--- config.mk ---
export PLATFORM = sky130hd
export DESIGN_NAME = seq_stage_ctrl
export DESIGN_NICKNAME = d
export VERILOG_FILES = /design/src/rtl/seq_stage_ctrl.sv
export SDC_FILE = /design/constraint.sdc
export NUM_CORES = 1
export LEC_CHECK = 0
export ABC_AREA = 1
export CORE_ASPECT_RATIO = 2
export CORE_MARGIN = 10
export CORE_UTILIZATION = 34
export DETAILED_ROUTE_END_ITERATION = 7
export PLACE_DENSITY = 0.89
export REMOVE_ABC_BUFFERS = 1
export SLEW_MARGIN = 40
export SYNTH_ARGS = -nofsm -noshare
export SYNTH_HDL_FRONTEND = slang
export SYNTH_SLANG_ARGS = --single-unit
--- constraint.sdc ---
create_clock -name clk -period 1.35 [get_ports clk]
set_input_delay 0.3375 -clock clk [delete_from_list [all_inputs] [get_ports clk]]
set_output_delay 0.3375 -clock clk [all_outputs]
set_load 0.1 [all_outputs]
--- src/rtl/seq_stage_ctrl.sv ---
// rtl/seq_stage_ctrl.sv - multi-cycle control FSM for the sequential RISC-V core
//
// Sequences the shared datapath through FETCH, DECODE, EXECUTE, MEMORY and
// WRITEBACK. It drives the IR/RF/PC write enables, the memory request strobes
// and the PC mux select. It handshakes with the instruction and data memories
// through req/ready pairs.
//
// Parameters:
//   MEM_TIMEOUT  max wait cycles for a memory ready before bus-error halt (0 = off)
//   CNT_W        width of the performance counters
//
// Optional feature: define SEQ_PERF_CNT_EN to build the cycle/instret counters;
// otherwise cycle_cnt and instret_cnt are tied to zero.
//
// Ports:
//   clk, reset           clock (rising edge), asynchronous active-high reset
//   run                  start request, sampled only in IDLE
//   opcode               instr[6:0] from the IR
//   branch_taken         branch comparator result, valid in EXECUTE
//   imem_ready           instruction memory data valid
//   dmem_ready           data memory access complete
//   imem_req, dmem_req   memory request strobes
//   dmem_we              data write (store)
//   ir_we, rf_we, pc_we  IR, register-file and PC write enables
//   pc_sel               00 PC+4, 01 PC+imm, 10 rs1+imm
//   state                IDLE=0 FETCH=1 DECODE=2 EXECUTE=3 MEMORY=4 WRITEBACK=5 HALT=6
//   halted               1 in HALT
//   illegal, bus_err     sticky halt causes
//   cycle_cnt            cycles since leaving IDLE
//   instret_cnt          retired instructions

module seq_stage_ctrl #(
  parameter int MEM_TIMEOUT = 16,
  parameter int CNT_W       = 32
) (
  input  logic             clk,
  input  logic             reset,
  input  logic             run,
  input  logic [6:0]       opcode,
  input  logic             branch_taken,
  input  logic             imem_ready,
  input  logic             dmem_ready,
  output logic             imem_req,
  output logic             dmem_req,
  output logic             dmem_we,
  output logic             ir_we,
  output logic             rf_we,
  output logic             pc_we,
  output logic [1:0]       pc_sel,
  output logic [2:0]       state,
  output logic             halted,
  output logic             illegal,
  output logic             bus_err,
  output logic [CNT_W-1:0] cycle_cnt,
  output logic [CNT_W-1:0] instret_cnt
);

  typedef enum logic [2:0] {
    S_IDLE      = 3'd0,
    S_FETCH     = 3'd1,
    S_DECODE    = 3'd2,
    S_EXECUTE   = 3'd3,
    S_MEMORY    = 3'd4,
    S_WRITEBACK = 3'd5,
    S_HALT      = 3'd6
  } state_t;

  localparam logic [6:0] OP_R      = 7'b0110011;
  localparam logic [6:0] OP_IMM    = 7'b0010011;
  localparam logic [6:0] OP_LOAD   = 7'b0000011;
  localparam logic [6:0] OP_STORE  = 7'b0100011;
  localparam logic [6:0] OP_BRANCH = 7'b1100011;
  localparam logic [6:0] OP_JAL    = 7'b1101111;
  localparam logic [6:0] OP_JALR   = 7'b1100111;
  localparam logic [6:0] OP_LUI    = 7'b0110111;
  localparam logic [6:0] OP_AUIPC  = 7'b0010111;
  localparam logic [6:0] OP_SYSTEM = 7'b1110011;

  // The wait counter never exceeds MEM_TIMEOUT-1: at that value the FSM
  // either proceeds (ready) or halts, and any state change clears it.
  localparam int              TO_W     = (MEM_TIMEOUT > 1) ? $clog2(MEM_TIMEOUT) : 1;
  localparam int              TO_LIM   = (MEM_TIMEOUT > 0) ? MEM_TIMEOUT - 1 : 0;
  localparam logic [TO_W-1:0] TO_LIM_V = TO_W'(TO_LIM);

  state_t          state_q, state_d;
  logic [TO_W-1:0] to_cnt;
  logic            timeout_hit;
  logic            mem_wait;
  logic            set_illegal, set_bus_err;

  logic is_load, is_store, is_branch, is_jal, is_jalr, is_system, is_known;

  assign is_load   = (opcode == OP_LOAD);
  assign is_store  = (opcode == OP_STORE);
  assign is_branch = (opcode == OP_BRANCH);
  assign is_jal    = (opcode == OP_JAL);
  assign is_jalr   = (opcode == OP_JALR);
  assign is_system = (opcode == OP_SYSTEM);
  assign is_known  = is_load || is_store || is_branch || is_jal || is_jalr || is_system ||
                     (opcode == OP_R) || (opcode == OP_IMM) ||
                     (opcode == OP_LUI) || (opcode == OP_AUIPC);

  // Limit reached this cycle; ready in the same cycle still takes priority.
  assign timeout_hit = (MEM_TIMEOUT != 0) && (to_cnt == TO_LIM_V);

  always_comb begin
    state_d     = state_q;
    imem_req    = 1'b0;
    dmem_req    = 1'b0;
    dmem_we     = 1'b0;
    ir_we       = 1'b0;
    rf_we       = 1'b0;
    pc_we       = 1'b0;
    pc_sel      = 2'b00;
    mem_wait    = 1'b0;
    set_illegal = 1'b0;
    set_bus_err = 1'b0;
    // Reset forces every strobe low even before the async clear has settled.
    if (!reset) begin
      case (state_q)
        S_IDLE: begin
          if (run) state_d = S_FETCH;
        end
        S_FETCH: begin
          imem_req = 1'b1;
          if (imem_ready) begin
            ir_we   = 1'b1;
            state_d = S_DECODE;
          end else begin
            mem_wait = 1'b1;
            if (timeout_hit) begin
              set_bus_err = 1'b1;
              state_d     = S_HALT;
            end
          end
        end
        S_DECODE: begin
          if (is_system) begin
            state_d = S_HALT;
          end else if (!is_known) begin
            set_illegal = 1'b1;
            state_d     = S_HALT;
          end else begin
            state_d = S_EXECUTE;
          end
        end
        S_EXECUTE: begin
          if (is_load || is_store) begin
            state_d = S_MEMORY;
          end else if (is_branch) begin
            pc_we   = 1'b1;
            pc_sel  = branch_taken ? 2'b01 : 2'b00;
            state_d = S_FETCH;
          end else begin
            state_d = S_WRITEBACK;
          end
        end
        S_MEMORY: begin
          dmem_req = 1'b1;
          dmem_we  = is_store;
          if (dmem_ready) begin
            if (is_store) begin
              pc_we   = 1'b1;
              state_d = S_FETCH;
            end else begin
              state_d = S_WRITEBACK;
            end
          end else begin
            mem_wait = 1'b1;
            if (timeout_hit) begin
              set_bus_err = 1'b1;
              state_d     = S_HALT;
            end
          end
        end
        S_WRITEBACK: begin
          rf_we   = 1'b1;
          pc_we   = 1'b1;
          pc_sel  = is_jal ? 2'b01 : (is_jalr ? 2'b10 : 2'b00);
          state_d = S_FETCH;
        end
        S_HALT: begin
          state_d = S_HALT;
        end
        default: begin
          state_d = S_IDLE;
        end
      endcase
    end
  end

  always_ff @(posedge clk or posedge reset) begin
    if (reset) begin
      state_q <= S_IDLE;
      to_cnt  <= '0;
      illegal <= 1'b0;
      bus_err <= 1'b0;
    end else begin
      state_q <= state_d;
      if (set_illegal) illegal <= 1'b1;
      if (set_bus_err) bus_err <= 1'b1;
      // Any state change clears the counter, which covers every entry into
      // FETCH or MEMORY (including MEMORY -> FETCH after a store).
      if (state_d != state_q) begin
        to_cnt <= '0;
      end else if (mem_wait) begin
        to_cnt <= to_cnt + TO_W'(1);
      end
    end
  end

  assign state  = state_q;
  assign halted = (state_q == S_HALT);

`ifdef SEQ_PERF_CNT_EN
  logic [CNT_W-1:0] cyc_q, ins_q;

  always_ff @(posedge clk or posedge reset) begin
    if (reset) begin
      cyc_q <= '0;
      ins_q <= '0;
    end else begin
      if ((state_q != S_IDLE) && (state_q != S_HALT)) cyc_q <= cyc_q + CNT_W'(1);
      if (pc_we) ins_q <= ins_q + CNT_W'(1);
    end
  end

  assign cycle_cnt   = cyc_q;
  assign instret_cnt = ins_q;
`else
  assign cycle_cnt   = '0;
  assign instret_cnt = '0;
`endif

endmodule

Word-level counts from Yosys, hierarchy flattened. Index checks and enable logic that the tools add are counted.

Register bits after elaboration: 9. Latch bits: 0. RAM bits: 0. Memory bits (read-only): 0. Input port bits: 13. Output and inout bits: 78. Word-level logic and storage cells: 84. Memories kept: 0.

Add/subtract/negate cells: 1. Multipliers: 0. Div/mod/pow operators: 0. $lt $le $gt $ge: 0. Equal/unequal tests: 18. Shift operators: 0. Mux-type cells: 50. Bitwise gates (word level): 0. Reduce and logical (&&, ||, !) cells: 11.

Operators by type and width (number): 2-to-1 mux 1 bit (30); 2-to-1 mux 3 bit (10); equality test 7 bit (second input constant) (4); equality test 7 x 6 -> 1 bit (second input constant) (3); case mux 3 bit (7 select lines) (1); equality test 7 x 5 -> 1 bit (second input constant) (2); equality test 3 bit (second input constant) (3); logical OR 1 bit (9); 2-to-1 mux 4 bit (2); equality test 7 x 2 -> 1 bit (second input constant) (1); equality test 3 x 2 -> 1 bit (second input constant) (2); 2-to-1 mux 2 bit (3); adder 4 x 1 -> 4 bit (second input constant) (1); equality test 4 bit (second input constant) (1); case mux 1 bit (2 select lines) (2); case mux 2 bit (2 select lines) (1); equality test 3 x 1 -> 1 bit (second input constant) (1); logical NOT 3 bit (1); != test 3 bit (1); case mux 1 bit (3 select lines) (1); nonzero test 2 bit (1).

Logic depth before layout (Yosys ltp).
Depth in word-level cells: 16. Depth in mapped cells: 12. Depth with buffers taken out: 12.

Least setup slack after synthesis. No wires, ideal clock.

Path kind: reg-to-output. From: register state_q[2], in the netlist state[2]. To: output port dmem_we. Arrival: 3.418 ns. Data required time: 1.013 ns. Setup slack: -2.406 ns. Stages on the path, launching flop included: 4. Buffers on the path: 1. Cells stage by stage: dfrtp_1 > clkbuf_8 > nand2_2 > nor3_1.

Cells in the longest elaborated chain, start to end: 3.

Ends and longest elaborated chain: start: declaration (RTL line 85) `state_t state_q, state_d;`; start signal: assignment (RTL line 199) `state_q <= state_d;`; equality test 3 bit (RTL line 120) `case (state_q)`; 2-to-1 mux 1 bit (RTL line 120); 2-to-1 mux 1 bit (RTL line 119) `if (!reset) begin`; end: declaration (RTL line 45) `output logic dmem_we,`.

Every way passes these cells.

Final worst setup path.
From: register state_q[1], in the netlist state[1]. To: output port halted.

Cells in the longest elaborated chain, start to end: 1.

Ends and longest elaborated chain: equality test 3 bit (RTL line 213) `assign halted = (state_q == S_HALT);`; end: declaration (RTL line 51) `output logic halted,`.

Every way passes these cells.

==> summary.txt <==
Outcome
  – Status: finished with violations
  – Failing checks: negative setup slack

CTS
  – Root buf cell: clkbuf_8
  – Clk sinks: 9
  – Clock Path Buffers: 2
  – H-tree Lvls: 1
  – CTS tree: done
  – CTS buffer count: 3
  – Clock transition at path regs: roughly 0.040 ns
  – Post-CTS Hold Buffers: 0
  – Worst-Skew Late Latency: roughly 0.23 ns

Yosys
  – EDFF count, synth: 0
  – Commonest cells post-synth: 64 x buf_4, 28 x nand2_1, 19 x inv_1
  – #FFs+latches synth: 9
  – Sequential area share after synthesis: between 15 and 20%
  – Top cell type's share of synthesized area: approximately 33%
  – Synth cell types: 30
  – YS warnings: 0
  – Post-Syn Area: ~0.0014 sq mm
  – Mapped Cells: 208
  – Count leader, synth: buf_4
  – Yosys top cell by area: buf_4
  – Area contributors post-synth: buf_4 33%, dfrtp_1 16%, nand2_1 7.3%, inv_1 4.9%, nand2_2 4.8%
  – Avg Inst Size Synth: roughly 7 sq um
  – Ys flop type: dfrtp_1
  – Synth async-reset ratio: 100%

Drt
  – Drt drc: 0
  – Total length of routed met2 wires: roughly 2.8 mm
  – Post-DR wirelength/cell: about 15 um
  – Drt total wl: between 5 and 6 mm
  – Total number of vias: 1,527
  – Wl on met1: around 1.7 mm
  – ANT nets after route: 0
  – Via density: 4.44
  – Drt pass-1 iters: 4
  – Met3 routed WL: 539 um
  – First DRT Iteration DRCs: 45
  – Max Used Layer: met4

Global routing
  – Antenna violations before repair: 0
  – Global-route wire length before repair: ~6.8 mm
  – Largest net degree at the start of global routing: 12
  – Total gr overflow: 0
  – Vias in the first global route: approximately 1,600
  – Gr usage total: ~11%

Setup path
  – Max stage delay on crit path: a little over 0.4 ns
  – CP max stage cell: dfrtp_1
  – Worst reg-to-reg setup slack: -0.46 ns
  – Arr. time, crit path: around 1.6 ns
  – Worst path bufs/invs: 6
  – Crit start category: flop
  – Delay-heaviest family, CP: buffers and inverters
  – WP data required: approximately 1 ns
  – Crit Path Class: reg2out
  – Critical path cell sequence: inv_2, buf_4, buf_6, buf_6, nor2_4, nand2_2, inv_2, buf_12
  – CP Max Fanout: 4
  – CP Capture Type: output pin

Die
  – Die area: about 0.0074 sq mm
  – Die H: about 110 um
  – Horiz. Die Dim: 66.1 um
  – Core ar.: about 0.0041 sq mm
  – Io pins: 91
  – Std-Cell Rows: 33
  – Starting Density: a little over a third

Place
  – Dpl hpwl: between 3 and 4 mm
  – PortBufs: 26
  – Dpl cells: between 300 and 400
  – Placer congestion estimate: ~0.86

STA
  – RSZ-0062 raised after global routing: yes
  – Total negative slack: -7.48 ns
  – Setup violators final: 19
  – Clock Skew: approximately 0.0020 ns
  – Setup WS post-layout: -0.584 ns
  – Crit path time final: 1.93 ns
  – Final Cycle Share: 143%
  – FMAX: ~0.52 GHz
  – Fin. Hold Viols: 0
  – Max-slew violations: 0

Pwr
  – Leak: ~1.2 nW
  – Maximum VDD drop: roughly 0.0014 V
  – Pwr dens: 1930 mW/mm^2

Hold path
  – Hold Path Class: in2async

Final layout
  – Number of diodes: 0
  – Syn-to-layout area delta: 64.9%
  – Layout cells sized above 1: 54.1%
  – Area occupied by multi-input gates: about 0.0011 sq mm
  – Fillcell total: roughly 330
  – Finished Layout Cells: 344
  – # nets final: roughly 310
  – Register area: ~230 sq um

Job
  – Max-cap violations: 0
==> final timing paths <==
check / to / startpoint / cells after the start
hold / removal: to_cnt[3]$_DFFE_PP0P_ / reset / 4
max in group asynchronous: state[2]$_DFF_PP0_ / reset / 5
setup reg to reg: to_cnt[0]$_DFFE_PP0P_ / state[1]$_DFF_PP0_ / 12
min in group clk: bus_err$_DFFE_PP0P_ / bus_err$_DFFE_PP0P_ / 1
setup / recovery: halted / state[1]$_DFF_PP0_ / 8
hold reg to reg: bus_err$_DFFE_PP0P_ / bus_err$_DFFE_PP0P_ / 1
==> state kept, by name (all words and copies together), names as in the netlist <==
name,cells
illegal,1
to_cnt,4
bus_err,1
state,3
==> worst register-to-register path: stages (launching register included) <==
cell and delay [ns]:
dfrtp_1 0.41, inv_2 0.10, buf_4 0.14, buf_6 0.10
buf_6 0.12, nor2_4 0.12, inv_2 0.07, nor2_4 0.13
nand3_2 0.11, nand2_2 0.11, nand3_2 0.08, nand3_4 0.13
nor3_2 0.05
==> cells by family after synthesis <==
kind of cell    share of synthesized area (%)
compound gates                           5.27
xor+xnor                                 1.82
fa+ha+maj                               0.864
buf+inv                                  42.1
flops                                    15.6
other cells                             0.259
simple gates                             34.1
==> metal layers <==
metal / global-route usage (%) / vias up
met5: 0 / -
met4: 5.77 / 0
met3: 3.59 / 16
met2: 21.3 / 100
met1: 9.34 / 724
li1: - / 687
==> repair_timing <==
| action | in CTS | in global routing |
|---|---|---|
| setup endpoints to repair | 18 | 19 |
| pin swaps | 26 | 15 |
| buffers inserted | 12 | 8 |
| resized for setup | 81 | 28 |
==> cell usage in the layout (no fill, tap or decap), types with 2 or more instances in the layout <==
cell type         n
buf_12           16
buf_2             4
buf_4            45
buf_6            13
clkbuf_8          3
clkdlybuf4s50_1   3
conb_1           64
dfrtp_1           7
dfrtp_2           2
dlygate4sd2_1     2
inv_1            10
inv_2            13
nand2_1          19
nand2_2          15
nand2_4           6
nand3_1           6
nand3_2           6
nand3_4           3
nand4_1           2
nor2_1            6
nor2_2            5
nor2_4           11
nor3_1            2
nor3_2            8
o21ai_0           3
o21ai_1           2
xor2_1            2
==> report_power, final <==
part           switching, mW  leakage (nW)  total [mW]  internal (mW)
logic                   2.58          1.10        3.86           1.28
clock network          0.101        0.0228       0.307          0.205
registers             0.0967         0.115       0.441          0.344
==> area by class of cell <==
type | count | share of cell area, %
clock buffer | 4 | 1.89
inverter | 24 | 3.93
tap | 52 | 2.73
multi-input combinational | 171 | 44.8
timing repair buffer | 84 | 37.2
sequential | 9 | 9.54
==> stage by stage <==
step                      hold WS (ns)  power [mW]  setup slack (ns)  cell area [sq um]  util (%)
final                            0.521        4.61            -0.584               2390      57.8
after global routing             0.542        4.79            -0.640               2390      57.8
after CTS                        0.492        4.09            -0.515               2220      53.8
after detailed placement         0.519        3.52            -0.893               1940      47.1
after global placement           0.513        3.48            -0.864               1940      47.1
after floorplan                  0.265        2.52             -2.42               1160         -
No activity file was read; power rests on OpenSTA's default activity.
